## src/rtl/mux_scan_pkg.sv

```systemverilog
// ============================================================================
// Module : mux_scan_pkg
// Brief  : Shared state encoding and channel geometry for the mux scan sequencer.
// Rev    : 1.0  initial release
// ============================================================================
`default_nettype none

package mux_scan_pkg;

   localparam int c_num_ch        = 4;
   localparam int c_sel_w         = 2;
   localparam int c_dwell_default = 2;

   typedef enum logic [1:0] {
      ST_IDLE    = 2'd0,
      ST_DWELL   = 2'd1,
      ST_CAPTURE = 2'd2
   } state_t;

endpackage

`default_nettype wire

```

## src/rtl/next_chan_pick.sv

```systemverilog
// ============================================================================
// Module : next_chan_pick
// Brief  : Combinational channel picker: lowest/next unmasked index, last and
//          all-masked flags for a 4-channel skip mask.
// Rev    : 1.0  initial release
// ============================================================================
`default_nettype none

module next_chan_pick
   import mux_scan_pkg::*;
(
   input  logic [c_num_ch-1:0] i_mask,
   input  logic [c_sel_w-1:0]  i_cur,
   output logic [c_sel_w-1:0]  o_first,
   output logic [c_sel_w-1:0]  o_next,
   output logic                o_is_last,
   output logic                o_all_masked
);

   // Descending scans: the final hit is the lowest qualifying index.
   always_comb begin
      o_first      = '0;
      o_next       = '0;
      o_is_last    = 1'b1;
      o_all_masked = &i_mask;
      for (int n = c_num_ch - 1; n >= 0; n--) begin
         if (!i_mask[n]) begin
            o_first = c_sel_w'(n);
         end
      end
      for (int n = c_num_ch - 1; n >= 0; n--) begin
         if (!i_mask[n] && (n > int'(i_cur))) begin
            o_next    = c_sel_w'(n);
            o_is_last = 1'b0;
         end
      end
   end

endmodule

`default_nettype wire

```

## src/rtl/mux_scan_sequencer.sv

```systemverilog
// ============================================================================
// Module : mux_scan_sequencer
// Brief  : Round-robin 4:1 mux scanner with settle dwell and framed output.
//          Optional skip mask enabled by defining MUX_SCAN_SKIP_MASK_EN.
// Rev    : 1.0  initial release
// ============================================================================
`default_nettype none

module mux_scan_sequencer
   import mux_scan_pkg::*;
#(
   parameter int DWELL = c_dwell_default,
   parameter int CNT_W = 8
) (
   input  logic                clk,
   input  logic                rst_n,
   input  logic                en,
   input  logic [c_num_ch-1:0] mask,
   input  logic                y_in,
   output logic [c_sel_w-1:0]  s,
   output logic                busy,
   output logic [c_num_ch-1:0] frame,
   output logic                frame_done
);

   state_t              r_state, w_state_nxt;
   logic [CNT_W-1:0]    r_cnt, w_cnt_nxt;
   logic [c_num_ch-1:0] r_mask, w_mask_nxt;
   logic [c_num_ch-1:0] r_shadow, w_shadow_nxt;
   logic [c_num_ch-1:0] r_frame, w_frame_nxt;
   logic [c_sel_w-1:0]  r_s, w_s_nxt;
   logic                r_done, w_done_nxt;

   logic [c_num_ch-1:0] w_new_mask;
   logic [c_num_ch-1:0] w_shadow_cap;
   logic [c_sel_w-1:0]  w_cur_first, w_cur_next, w_new_first, w_new_next;
   logic                w_cur_last, w_cur_all, w_new_last, w_new_all;
   logic                w_unused_pick;

`ifdef MUX_SCAN_SKIP_MASK_EN
   assign w_new_mask = mask;
`else
   logic w_unused_mask;
   assign w_new_mask    = '0;
   assign w_unused_mask = ^mask;
`endif

   // Latched mask drives in-frame stepping; live mask drives the frame start.
   next_chan_pick u_pick_cur (
      .i_mask       (r_mask),
      .i_cur        (r_s),
      .o_first      (w_cur_first),
      .o_next       (w_cur_next),
      .o_is_last    (w_cur_last),
      .o_all_masked (w_cur_all)
   );

   next_chan_pick u_pick_new (
      .i_mask       (w_new_mask),
      .i_cur        (r_s),
      .o_first      (w_new_first),
      .o_next       (w_new_next),
      .o_is_last    (w_new_last),
      .o_all_masked (w_new_all)
   );

   assign w_unused_pick = ^{w_cur_first, w_cur_all, w_new_next, w_new_last};

   always_comb begin
      w_shadow_cap      = r_shadow;
      w_shadow_cap[r_s] = y_in;
   end

   always_ff @(posedge clk or negedge rst_n) begin
      if (!rst_n) begin
         r_state  <= ST_IDLE;
         r_cnt    <= '0;
         r_mask   <= '0;
         r_shadow <= '0;
         r_frame  <= '0;
         r_s      <= '0;
         r_done   <= 1'b0;
      end else begin
         r_state  <= w_state_nxt;
         r_cnt    <= w_cnt_nxt;
         r_mask   <= w_mask_nxt;
         r_shadow <= w_shadow_nxt;
         r_frame  <= w_frame_nxt;
         r_s      <= w_s_nxt;
         r_done   <= w_done_nxt;
      end
   end

   always_comb begin
      w_state_nxt  = r_state;
      w_cnt_nxt    = r_cnt;
      w_mask_nxt   = r_mask;
      w_shadow_nxt = r_shadow;
      w_frame_nxt  = r_frame;
      w_s_nxt      = r_s;
      w_done_nxt   = 1'b0;
      case (r_state)
         ST_IDLE: begin
            if (en) begin
               w_mask_nxt = w_new_mask;
               if (!w_new_all) begin
                  w_s_nxt     = w_new_first;
                  w_cnt_nxt   = '0;
                  w_state_nxt = ST_DWELL;
               end
            end
         end
         ST_DWELL: begin
            if (r_cnt == CNT_W'(DWELL - 1)) begin
               w_cnt_nxt   = '0;
               w_state_nxt = ST_CAPTURE;
            end else begin
               w_cnt_nxt = r_cnt + 1'b1;
            end
         end
         ST_CAPTURE: begin
            if (!w_cur_last) begin
               w_shadow_nxt = w_shadow_cap;
               w_s_nxt      = w_cur_next;
               w_state_nxt  = ST_DWELL;
            end else begin
               w_frame_nxt  = w_shadow_cap & ~r_mask;
               w_done_nxt   = 1'b1;
               w_shadow_nxt = '0;
               if (en) begin
                  w_mask_nxt = w_new_mask;
               end
               // An all-masked relatch cannot start a frame, so it parks in IDLE.
               if (en && !w_new_all) begin
                  w_s_nxt     = w_new_first;
                  w_state_nxt = ST_DWELL;
               end else begin
                  w_state_nxt = ST_IDLE;
               end
            end
         end
         default: begin
            w_state_nxt = ST_IDLE;
         end
      endcase
   end

   assign s          = r_s;
   assign busy       = (r_state != ST_IDLE);
   assign frame      = r_frame;
   assign frame_done = r_done;

endmodule

`default_nettype wire

```

## config.mk

```make
export PLATFORM = sky130hd
export DESIGN_NAME = mux_scan_sequencer
export DESIGN_NICKNAME = d
export VERILOG_FILES = /design/src/rtl/mux_scan_pkg.sv /design/src/rtl/next_chan_pick.sv /design/src/rtl/mux_scan_sequencer.sv
export SDC_FILE = /design/constraint.sdc
export NUM_CORES = 1
export LEC_CHECK = 0
export ABC_AREA = 1
export CORE_ASPECT_RATIO = 1.2
export CORE_MARGIN = 3
export CORE_UTILIZATION = 40
export CTS_BUF_LIST = sky130_fd_sc_hd__clkbuf_4 sky130_fd_sc_hd__clkbuf_8 sky130_fd_sc_hd__clkbuf_16
export CTS_CLUSTER_DIAMETER = 50
export CTS_CLUSTER_SIZE = 25
export DETAILED_ROUTE_END_ITERATION = 8
export GPL_TIMING_DRIVEN = 0
export PLACE_DENSITY = 0.65
export SLEW_MARGIN = 0
export SYNTH_ARGS = -nofsm -noshare
export SYNTH_HDL_FRONTEND = slang
export SYNTH_SLANG_ARGS = --single-unit
```

## constraint.sdc

```tcl
create_clock -name clk -period 1.6 [get_ports clk]
set_input_delay 0.32 -clock clk [delete_from_list [all_inputs] [get_ports clk]]
set_output_delay 0.32 -clock clk [all_outputs]
set_load 0.02 [all_outputs]
```

# ---- After elaboration in Yosys (flattened, before gate mapping)
# Cells that the tools add are included.
dict set report totals {
  regBits 25
  latchBits 0
  ram_bits 0
  mem_bits_ro 0
  in_bits 8
  output_inout_bits 8
  wordCells 62
  mem_count 0
}
dict set report classes {
  add_sub_neg 1
  mul 0
  div_mod_pow 0
  magnitude_cmp 5
  n_eq_ne 6
  n_shift 0
  mux 26
  bitwise_logic 2
  reduce_logical 15
}
# cell count
set ops {}
lappend ops {{two-way mux 8 bit} 2}
lappend ops {{one-hot mux 8 bit (2 select lines)} 1}
lappend ops {{two-way mux 2 bit} 7}
lappend ops {{two-way mux 4 bit} 3}
lappend ops {{adder 8 x 1 -> 8 bit, second input constant} 1}
lappend ops {{== test 8 x 1 -> 1 bit, second input constant} 1}
lappend ops {{two-way mux 1 bit} 8}
lappend ops {{one-hot mux 4 bit (2 select lines)} 1}
lappend ops {{AND reduction 2 bit} 4}
lappend ops {{inequality test 2 bit, second input constant} 3}
lappend ops {{one-hot mux 2 bit (3 select lines)} 1}
lappend ops {{nonzero test 2 bit} 3}
lappend ops {{AND 4 bit} 1}
lappend ops {{bitwise mux 4 bit} 1}
lappend ops {{greater-than comparator 2 bit, first input constant} 2}
lappend ops {{logical AND 1 bit} 4}
lappend ops {{inverter 4 bit} 1}
lappend ops {{one-hot mux 2 bit (2 select lines)} 1}
lappend ops {{zero test 1 bit} 3}
lappend ops {{less-than comparator 2 x 3 -> 1 bit, second input constant} 1}
lappend ops {{demux 1 bit (select 2 bit)} 1}
lappend ops {{== test 2 x 1 -> 1 bit, second input constant} 1}
lappend ops {{== test 2 bit, second input constant} 1}
lappend ops {{greater-or-equal comparator 2 x 1 -> 1 bit, second input constant} 1}
lappend ops {{other kinds (2)} 2}

# ---- Depth between registers and ports, before layout
dict set report logic_depth {
  depth_word 7
  depth_mapped 7
  mapped_depth_nobuf 7
}

# ---- Modules after synthesis
# From an unflattened synthesis, not the netlist that was laid out.
dict set report unflattened {
  hier_cells 182
  hier_area_um2 1288.7
}
# mod n_inst cells_per_inst area_each_um2 seq_area_each_um2
set by_module_without_submodules {}
lappend by_module_without_submodules {mux_scan_sequencer 1 140 1098.6 525.5}
lappend by_module_without_submodules {next_chan_pick 2 21 95.1 0.0}

# ---- Worst setup path after synthesis
# Ideal clock, no wire load.
dict set report synth_path {
  path_type {reg2reg}
  start {reg r_s[1], in the netlist s[1]}
  end {reg r_frame[1], in the netlist frame[1]}
  setup_ps 77
  arrival_time_ps 1244
  t_required_ps 1523
  path_slack_ps 279
  stages_incl_launch_ff 6
  path_buffers 0
  period_less_slack_ps 1321
  cell_sequence {dfrtp_1 > ha_1 > inv_1 > nor3_4 > nor2_1 > a21oi_1}
}
dict set report synth_via {
  elab_chain_cells 6
  elab_cells_between_ends 17
  classes_between {5 x order compare; 6 x mux; 1 x bitwise; 5 x reduce/logical}
}
# element line
set synth_lines {}
lappend synth_lines {{from (decl)} mux_scan_sequencer.sv:31} ;# logic [c_sel_w-1:0] r_s, w_s_nxt;
lappend synth_lines {{from (signal assigned)} mux_scan_sequencer.sv:89} ;# r_s <= w_s_nxt;
lappend synth_lines {{less-than comparator 2 x 3 -> 1 bit (not written as such) (tied with other cells)} mux_scan_sequencer.sv:71} ;# w_shadow_cap[r_s] = y_in;
lappend synth_lines {{logical AND 1 bit, on equally long branches} {mux_scan_sequencer.sv:71, next_chan_pick.sv:32}}
lappend synth_lines {{two-way mux 1 bit, on equally long branches} {mux_scan_sequencer.sv:71, next_chan_pick.sv:32}}
lappend synth_lines {{demux 1 bit (select 2 bit) or two-way mux 1 bit (tied branches)} {mux_scan_sequencer.sv:71, next_chan_pick.sv:32}}
lappend synth_lines {{bitwise mux 4 bit or two-way mux 1 bit (tied branches)} {mux_scan_sequencer.sv:71, next_chan_pick.sv:32}}
lappend synth_lines {{AND 4 bit or AND reduction 2 bit (tied branches)} --}
lappend synth_lines {{to (signal assigned)} mux_scan_sequencer.sv:88} ;# r_frame <= w_frame_nxt;
lappend synth_lines {{to (decl)} mux_scan_sequencer.sv:30} ;# logic [c_num_ch-1:0] r_frame, w_frame_nxt;
# Several ways; a longest one is shown, not always the timed one.
# A chain may end at the register's enable or synchronous reset.

# ---- Worst setup path in the final report
dict set report layout_path {
  start {reg r_state[0]}
  end {out busy}
}
dict set report layout_via {
  elab_chain_cells 1
}
# element line
set layout_lines {}
lappend layout_lines {{from (decl)} mux_scan_sequencer.sv:26} ;# state_t r_state, w_state_nxt;
lappend layout_lines {{from (signal assigned)} mux_scan_sequencer.sv:84} ;# r_state <= w_state_nxt;
lappend layout_lines {{nonzero test 2 bit} mux_scan_sequencer.sv:149} ;# assign busy = (r_state != ST_IDLE);
lappend layout_lines {{to (decl)} mux_scan_sequencer.sv:21} ;# output logic busy,
# Every way passes these cells.

==> flow_metrics.tcl <==
set metrics [dict create \
    status "finished, final reports clean" \
    synth-seq-cells 21 \
    coreArea_um2 2603 \
    fin_skew_ns 0.006409 \
    cts_num_sinks 21 \
    cp-end-kind "output pin" \
    layoutNonFillerInstCount 186 \
    fin_crit_sh_pct 93.11 \
    whs_ns 0.5097 \
    drtAntennaViolNets 0 \
    clock.fmax_mhz 671.2 \
    port_buffers 11 \
    ctsHoldBuffers 0 \
    cts_tree "built" \
    syn_area_um2 1122 \
    drive_gt1_share_pct 8.497 \
    drt-total-wl_um 2059 \
    cts_made_buffers 3 \
    hp-class "flip-flop to flip-flop" \
    placed_cells 180 \
    hpwl_um 1549 \
    die_h_um 64.03 \
    nNetsFinal 170 \
    wl_per_cell_um 11.07 \
    syn_area_per_cell_um2 8.252 \
    clk_latency_ns 0.30 \
    ys_warn_count 0 \
    dr.first_iter.drc_count 16 \
    slew_headroom_pct 38.61 \
    grt_max_degree 22 \
    insertedDiodeCount 0 \
    final_common_cell "nand2_1" \
    fin_ws_ns 0.1102 \
    syn_inst 136 \
    cts_buffer_depth 2 \
    rows 20 \
    crit_type "flip-flop to output pin" \
    grt_pass1_wl_um 3746 \
    grt_overflow 0 \
    synth_nets 152 \
    cts_root_buf "clkbuf_4" \
    setup_violations 0 \
    synth-seq-area-share_pct 46.82 \
    crit_required_ns 1.28 \
    powerDensity_nw_per_um2 1414 \
    htree_levels 1 \
    antenna_found_initial 0 \
    viasPerCell 4.710 \
    area_delta_synth_final_pct 16.83 \
    tns_ns 0 \
    p_leak_nw 0.6616 \
    grt_setup_unrepaired "false" \
    dieWidth_um 54.36 \
    slew_violations 0 \
    die_area_um2 3480 \
    grt_pass1_vias 860 \
    peakVddDrop_v 0.0008880 \
    dpl_worst_slack_ns 0.01765 \
    clkTransAtPathRegs_ns 0.12 \
    num_io_pins 16 \
    period_needed_ns 1.490 \
    firstDrtPassIters 4 \
    finalHoldViolCount 0 \
    worst_pin_slew_ns 0.9180 \
    place.gp.congestion 0.7549 \
    initial_core_util_pct 43.12 \
    rrSetupSlack_ns 0.22 \
    drc 0 \
    layout_common_cells "32 x nand2_1, 20 x inv_1, 20 x dfrtp_1" \
    critPathMaxFanout 3 \
    crit_path_start_kind "flip-flop" \
    maxCapViolCount 0 \
    yosysUniqueCellTypes 20 \
    grt_usage_pct 14.25 \
    worstPathArrival_ns 1.17 \
    vias 876 \
]
-- path summary, 6_finish.rpt --
kind,start,endpoint,depth (start not counted)
worst min-delay path,r_state[1]$_DFFE_PN0P_,r_state[1]$_DFFE_PN0P_,1
worst max register to register,s[1]$_DFFE_PN0P_,frame[2]$_DFFE_PN0P_,5
worst min register to register,r_state[1]$_DFFE_PN0P_,r_state[1]$_DFFE_PN0P_,1
worst max-delay path,r_state[0]$_DFFE_PN0P_,busy,3
max in group asynchronous,rst_n,r_state[0]$_DFFE_PN0P_,1
min in group asynchronous,rst_n,frame[0]$_DFFE_PN0P_,1
-- state kept, by name, indices dropped and copies added, names as in the netlist --
name,flops
r_cnt,8
s,2
frame_done,1
frame,4
r_state,2
r_shadow,4
-- critical path, stage by stage (launching register included) --
cell,delay (ns)
dfrtp_2,0.44
inv_2,0.07
nand2_1,0.04
dlygate4sd2_1,0.31
-- layout make-up --
| class | instances | area [µm²] |
|---|---|---|
| fill | 269 | 1291 |
| sequential | 21 | 526.8 |
| multi-input combinational | 93 | 514.2 |
| timing repair buffer | 13 | 118.9 |
| inverter | 22 | 82.58 |
| tap | 33 | 41.29 |
| clock buffer | 3 | 22.52 |
| clock inverter | 1 | 5.005 |
-- power breakdown --
group          internal (mW)  total (mW)  switching [mW]  leakage [nW]
combinational          0.298       0.809           0.511         0.377
sequential             0.670       0.787           0.118         0.267
clock                 0.0931       0.257           0.164        0.0177
-- synth_stat cells --
| master | n | area share [%] |
|---|---|---|
| inv_1 | 21 | 7.0 |
| nand3b_1 | 2 | 1.3 |
| inv_2 | 1 | 0.33 |
| nand4_1 | 2 | 1.1 |
| o21ai_0 | 11 | 4.9 |
| a21o_1 | 1 | 0.67 |
| dfrtp_1 | 21 | 47 |
| nand3_1 | 12 | 5.4 |
| nor3_1 | 1 | 0.45 |
| nand2_1 | 32 | 11 |
| nor2_1 | 11 | 3.7 |
| nor3_4 | 1 | 1.4 |
| o21ai_1 | 1 | 0.45 |
| nor2_2 | 1 | 0.56 |
| o22ai_1 | 3 | 1.7 |
| xor2_1 | 1 | 0.78 |
| a21oi_1 | 4 | 1.8 |
| ha_1 | 8 | 8.9 |
| nand2_4 | 1 | 1.0 |
| nor2_4 | 1 | 1.0 |
-- repair_timing --
item                       CTS  global route
setup endpoints to repair    7             2
buffers inserted             0             2
gates resized for setup      9             1
-- through the flow --
stage / util (%) / power, mW / area [µm²]
5_1_grt: 50.38 / 2.044 / 1311
6_report: 50.38 / 1.854 / 1311
2_1_floorplan: - / 1.339 / 1122
3_3_place_gp: 48.94 / 1.584 / 1274
4_1_cts: 49.71 / 1.846 / 1294
3_5_place_dp: 48.94 / 1.615 / 1274
-- metal layers --
metal  GRT usage, %  share of wire [%]
met1          20.48                 50
met2          21.56                 46
met3          2.098                2.8
met4          4.673               0.73
met5              0                  0
-- logic make-up (layout without fill, tap and decap cells) --
family	Yosys count	in the layout	share of synthesized area (%)
adder cells (fa/ha/maj)	8	8	8.919
XOR/XNOR	1	1	0.7805
AO/OA/AOI/OAI	20	20	9.476
AND/OR/NAND/NOR	64	64	26.64
flip-flops	21	21	46.82
buffers and inverters	22	39	7.358
Note: power is estimated with default switching activity, not from simulation.
